**src/rtl/pc_sequence_controller.sv**
```systemverilog
// pc_sequence_controller
// Chooses the program counter command (flagPC/newAddress) each cycle from the
// decoded control-flow op, the branch flags and the stall input. It also owns
// the CALL/RET return-address stack, the fetch-latency bubbles, DELAY
// supervision for WAIT and the HALT state.
module pc_sequence_controller #(
    parameter int ADDR_WIDTH  = 12,
    parameter int STACK_DEPTH = 8,
    parameter int FETCH_LAT   = 1
) (
    input  logic                  clock,
    input  logic                  reset,
    input  logic                  instrValid,
    input  logic [2:0]            pcOp,
    input  logic [ADDR_WIDTH-1:0] target,
    input  logic                  zeroFlag,
    input  logic                  negFlag,
    input  logic                  stall,
    input  logic                  resume,
    input  logic [ADDR_WIDTH-1:0] currentAddress,
    output logic [2:0]            flagPC,
    output logic [ADDR_WIDTH-1:0] newAddress,
    output logic                  accept,
    output logic                  halted,
    output logic                  stackErr
);

    // Pointer runs 0..STACK_DEPTH, so it needs one bit more than the entry index.
    localparam int IDX_W = (STACK_DEPTH > 1) ? $clog2(STACK_DEPTH) : 1;
    localparam int SP_W  = IDX_W + 1;
    localparam int CNT_W = (FETCH_LAT > 1) ? $clog2(FETCH_LAT) : 1;

    localparam logic [SP_W-1:0]  SP_FULL  = SP_W'(STACK_DEPTH);
    localparam logic [CNT_W-1:0] CNT_LAST = CNT_W'(FETCH_LAT - 1);

    localparam logic [2:0] OP_SEQ  = 3'd0;
    localparam logic [2:0] OP_JMP  = 3'd1;
    localparam logic [2:0] OP_BRZ  = 3'd2;
    localparam logic [2:0] OP_BRN  = 3'd3;
    localparam logic [2:0] OP_CALL = 3'd4;
    localparam logic [2:0] OP_RET  = 3'd5;
    localparam logic [2:0] OP_HALT = 3'd6;
    localparam logic [2:0] OP_WAIT = 3'd7;

    localparam logic [2:0] PC_HOLD  = 3'd0;
    localparam logic [2:0] PC_INC   = 3'd1;
    localparam logic [2:0] PC_JUMP  = 3'd2;
    localparam logic [2:0] PC_DELAY = 3'd3;

    typedef enum logic [1:0] {
        S_FETCH  = 2'd0,
        S_RUN    = 2'd1,
        S_WAITPC = 2'd2,
        S_HALTED = 2'd3
    } state_t;

    // Registered PC command presented to the program counter.
    typedef struct packed {
        logic [2:0]            flag;
        logic [ADDR_WIDTH-1:0] addr;
    } pc_cmd_t;

    state_t                               state, state_nx;
    logic [CNT_W-1:0]                     cnt, cnt_nx;
    logic [SP_W-1:0]                      sp;
    logic [STACK_DEPTH-1:0][ADDR_WIDTH-1:0] stack_mem;
    logic [ADDR_WIDTH-1:0]                wait_addr;
    pc_cmd_t                              cmd_nx;

    logic                  push, pop, err_set, cap_en;
    logic                  stk_full, stk_empty;
    logic [IDX_W-1:0]      push_idx, top_idx;
    logic [ADDR_WIDTH-1:0] ret_addr, top_addr;

    assign stk_full  = (sp == SP_FULL);
    assign stk_empty = (sp == '0);
    assign push_idx  = IDX_W'(sp);
    assign top_idx   = IDX_W'(sp - 1'b1);
    assign top_addr  = stack_mem[top_idx];
    // Return address wraps naturally at the top of the address space.
    assign ret_addr  = currentAddress + 1'b1;

    // Next-state, next PC command and stack control.
    always_comb begin
        state_nx   = state;
        cnt_nx     = cnt;
        cmd_nx     = '{flag: PC_HOLD, addr: newAddress};
        accept     = 1'b0;
        push       = 1'b0;
        pop        = 1'b0;
        err_set    = 1'b0;
        cap_en     = 1'b0;
        unique case (state)
            S_FETCH: begin
                // Bubble after every PC change while the new instruction is fetched.
                if (cnt == CNT_LAST) begin
                    cnt_nx   = '0;
                    state_nx = S_RUN;
                end else begin
                    cnt_nx = cnt + 1'b1;
                end
            end
            S_RUN: begin
                accept = instrValid & ~stall;
                if (accept) begin
                    state_nx = S_FETCH;
                    unique case (pcOp)
                        OP_SEQ: cmd_nx.flag = PC_INC;
                        OP_JMP: cmd_nx = '{flag: PC_JUMP, addr: target};
                        OP_BRZ: begin
                            if (zeroFlag) cmd_nx = '{flag: PC_JUMP, addr: target};
                            else          cmd_nx.flag = PC_INC;
                        end
                        OP_BRN: begin
                            if (negFlag) cmd_nx = '{flag: PC_JUMP, addr: target};
                            else         cmd_nx.flag = PC_INC;
                        end
                        OP_CALL: begin
                            // A full stack drops the call and falls through.
                            if (stk_full) begin
                                cmd_nx.flag = PC_INC;
                                err_set     = 1'b1;
                            end else begin
                                push   = 1'b1;
                                cmd_nx = '{flag: PC_JUMP, addr: target};
                            end
                        end
                        OP_RET: begin
                            if (stk_empty) begin
                                cmd_nx.flag = PC_INC;
                                err_set     = 1'b1;
                            end else begin
                                pop    = 1'b1;
                                cmd_nx = '{flag: PC_JUMP, addr: top_addr};
                            end
                        end
                        OP_HALT: state_nx = S_HALTED;
                        OP_WAIT: begin
                            cap_en      = 1'b1;
                            cmd_nx.flag = PC_DELAY;
                            state_nx    = S_WAITPC;
                        end
                    endcase
                end
            end
            S_WAITPC: begin
                // Keep the PC in DELAY until it moves off the captured address.
                if (currentAddress != wait_addr) state_nx = S_FETCH;
                else                             cmd_nx.flag = PC_DELAY;
            end
            S_HALTED: begin
                if (resume) state_nx = S_FETCH;
            end
        endcase
    end

    // State, registered outputs, stack pointer and WAIT address.
    always_ff @(posedge clock or posedge reset) begin
        if (reset) begin
            state      <= S_FETCH;
            cnt        <= '0;
            flagPC     <= PC_HOLD;
            newAddress <= '0;
            halted     <= 1'b0;
            stackErr   <= 1'b0;
            sp         <= '0;
            wait_addr  <= '0;
        end else begin
            state      <= state_nx;
            cnt        <= cnt_nx;
            flagPC     <= cmd_nx.flag;
            newAddress <= cmd_nx.addr;
            halted     <= (state_nx == S_HALTED);
            if (err_set) stackErr <= 1'b1;
            if (push)      sp <= sp + 1'b1;
            else if (pop)  sp <= sp - 1'b1;
            if (cap_en) wait_addr <= currentAddress;
        end
    end

    // Return-address storage; contents are don't-care after reset.
    always_ff @(posedge clock) begin
        if (push) stack_mem[push_idx] <= ret_addr;
    end

endmodule
```
**config.mk**
```make
export PLATFORM = sky130hd
export DESIGN_NAME = pc_sequence_controller
export DESIGN_NICKNAME = d
export VERILOG_FILES = /design/src/rtl/pc_sequence_controller.sv
export SDC_FILE = /design/constraint.sdc
export NUM_CORES = 1
export LEC_CHECK = 0
export ABC_AREA = 0
export CAP_MARGIN = 15
export CELL_PAD_IN_SITES_DETAIL_PLACEMENT = 1
export CELL_PAD_IN_SITES_GLOBAL_PLACEMENT = 2
export CORE_AREA = 2 2 120 122
export CTS_BUF_LIST = sky130_fd_sc_hd__clkbuf_16
export DETAILED_ROUTE_END_ITERATION = 8
export DIE_AREA = 0 0 122 124
export DONT_BUFFER_PORTS = 1
export HOLD_SLACK_MARGIN = 0.1
export PLACE_DENSITY = 0.84
export SYNTH_ARGS = -nofsm -noshare
export SYNTH_HDL_FRONTEND = slang
export SYNTH_SLANG_ARGS = --single-unit
```
**constraint.sdc**
```tcl
create_clock -name clock -period 3.7 [get_ports clock]
set_input_delay 0.925 -clock clock [delete_from_list [all_inputs] [get_ports clock]]
set_output_delay 0.925 -clock clock [all_outputs]
set_load 0.01 [all_outputs]
```
==> results.md <==
* Total gr overflow at 0
* CP arrival at 2.84 ns
* DR DRC count at 0
* Ys async rst share at 0.262
* Initial antenna violation count at 0
* Area Growth Syn to Fin at 13.9%
* Rows at 43
* Post-CTS setup buffers at 0
* Max-slew violations at 0
* N_diodes at 0
* Syn Nets at roughly 500
* Avg Inst Size Synth at 13.0 um2
* Fin crit share at 0.681
* Kind of critical path: reg -> reg
* Port bufs at 0
* Crit. End Element: register
* Routability-driven placement congestion ratio at roughly 0.76
* Setup_tns at 0 ns
* Vias per inst at 5.81
* Chip width at 122 um
* Pre-Repair DR Iteration Count at 4
* CTS max path bufs at 2
* DP Area at 0.00622 mm2
* Clock sinks at 130
* HPWL after DPL at 10400 um
* Final Setup Violations at 0
* Chip Height at 124 um
* #FFs+latches synth at between 100 and 150
* Worst-Margin Slew at 1.02 ns
* Root buffer cell: clkbuf_16
* Clock-pin slew on the worst setup and hold paths at 0.06 ns
* Ratio of cells with drive above 1 in the final layout at 0.137
* IO Pins at 52
* Hold Buf Count CTS at 0
* Top_reg_cell synth: edfxtp_1
* Worst IR Drop VDD at 568 uV
* ANT nets after route at 0
* Inserted Clock Buffers at 17
* Area of the mapped netlist at 0.00598 mm2
* Leak pwr at roughly 2.5 nW
* Outcome: finished, final reports clean
* Most common cell after layout, fill and taps aside: edfxtp_1
* PD cells at 787 mW/mm2
* Max Clk Rate at 397 MHz
* Slew margin rel. at 0.318
* Number of synthesized flops with an enable pin at 96
* Drt first-iter violations at 221
* CP Max Fanout at 33
* Final wirelength at 15000 um
* H-tree depth at 4
* First-pass GRT wire length at about 23000 um
* Period minus WS final at 2.52 ns
* Filler Cells Inserted at around 1400
* Unrepaired setup endpoints after global routing: no
* Most frequent cells in the layout: 96 x edfxtp_1, 54 x nand3_1, 48 x mux2i_1
* Global Route Usage Sum at 0.208
* Worst min-delay path class: in -> async
* Post-layout instance area at 0.00681 mm2
* Largest net degree at the start of global routing at 34
* Cells after synthesis at around 460
* Critical path launch point type: register
* CTS tree: yes
* Final Net Count at 509
* Clk_skew at 0.00850 ns
* Die Area at approximately 0.015 mm2
* Number of global-route vias before repair at 4069
* Drt wl/cell at 22.6 um
* Synthesis Warnings at 0
* Core area at 0.0137 mm2
* Max Cap Viol at 0
* Initial Util at 0.436
* Post-synthesis sequential area ratio at 0.624
* Final Hold Vio Count at 0
* Via count at 3838
* Worst Path Required at ~4.0 ns
* Unique masters post-synth at 44
* Post-cts sizing count at 0
* Clk Latency, worst-skew pair at 0.41 ns
## per-stage QoR
step	util	worst slack, ns	total power [mW]	instances	hold slack [ns]
detailed placement	0.453	1.17	3.79	628	0.517
floorplan	-	0.411	3.28	461	0.493
finish	0.496	1.18	5.36	661	0.444
global route	0.496	0.952	5.63	661	0.469
global placement	0.453	1.22	3.70	628	0.509
CTS	0.494	1.15	5.40	660	0.528
## where the power goes
group / internal [mW] / switching [mW]
sequential: 1.74 / 0.173
clock: 0.984 / 0.614
combinational: 0.724 / 1.13
## synthesized netlist by cell type, types with 2 or more instances
cell,count,share of area
clkbuf_1,18,0.011
and3b_1,2,0.0029
a21oi_1,6,0.0050
mux2i_1,48,0.080
buf_2,12,0.010
ha_1,7,0.015
a32oi_1,3,0.0044
a31oi_1,3,0.0031
nor3b_1,2,0.0025
and4_1,2,0.0029
xor2_1,7,0.010
nand4_1,29,0.030
nor4_1,2,0.0021
o21ai_0,18,0.015
nand3b_1,5,0.0063
nand2_1,12,0.0075
edfxtp_1,96,0.48
nor2b_1,2,0.0021
mux2_2,12,0.023
xnor2_1,20,0.029
nand3_1,54,0.045
and2_1,5,0.0052
inv_1,10,0.0063
nor2_1,10,0.0063
nand2b_1,5,0.0052
o211ai_1,12,0.015
nor3_1,9,0.0075
dfrtp_1,34,0.14
## logic make-up after synthesis
family / Yosys count / synth area share
buffers and inverters: 42 / 0.0295
xor gates and xnor gates: 27 / 0.0395
other: 1 / 0.000627
adders and majority gates: 7 / 0.0146
DFF: 130 / 0.624
AOI/OAI and AO/OA: 52 / 0.0586
and+or+nand+nor: 142 / 0.130
muxes: 60 / 0.103
## path summary, 6_finish.rpt
check	slack (ns)	end	start	depth (start not counted)
max in group asynchronous	2.53	newAddress[3]	reset	3
hold reg to reg	0.52	stackErr	stackErr	1
setup reg to reg	1.18	newAddress[7]	sp[0]	8
min in group clock	0.52	stackErr	stackErr	1
setup / recovery	1.18	newAddress[7]	sp[0]	8
hold / removal	0.44	flagPC[0]	reset	1
## worst max-delay path, cell delays in order, from the launching register on
cell and delay (ns):
dfrtp_1 0.32, buf_4 0.34, clkinv_1 0.17, ha_2 0.27
and3b_1 0.23, a211oi_2 0.22, buf_4 0.22, nand3_1 0.34
o211ai_1 0.30
## routing by layer
layer / wire [um] / vias up / GRT usage
met5: 0 / - / 0
met4: 276 / 0 / 0.0869
met3: 771 / 18 / 0.0572
met2: 7280 / 99 / 0.339
met1: 6640 / 1955 / 0.262
li1: - / 1766 / -
## state kept, by name, indices dropped and copies added (netlist names)
register	cells
sp	4
state	2
halted	1
flagPC	2
stackErr	1
wait_addr	12
stack_mem	96
newAddress	12
## cell type report
type                       instances  area [um2]  area share
clock inverter                    15         143      0.0209
timing repair buffer              19         163      0.0239
inverter                          11        41.3     0.00606
clock buffer                      17         425      0.0625
tap                              180         225      0.0331
multi-input combinational        289        2080       0.305
sequential                       130        3730       0.548
No activity file was read; power rests on OpenSTA's default activity.
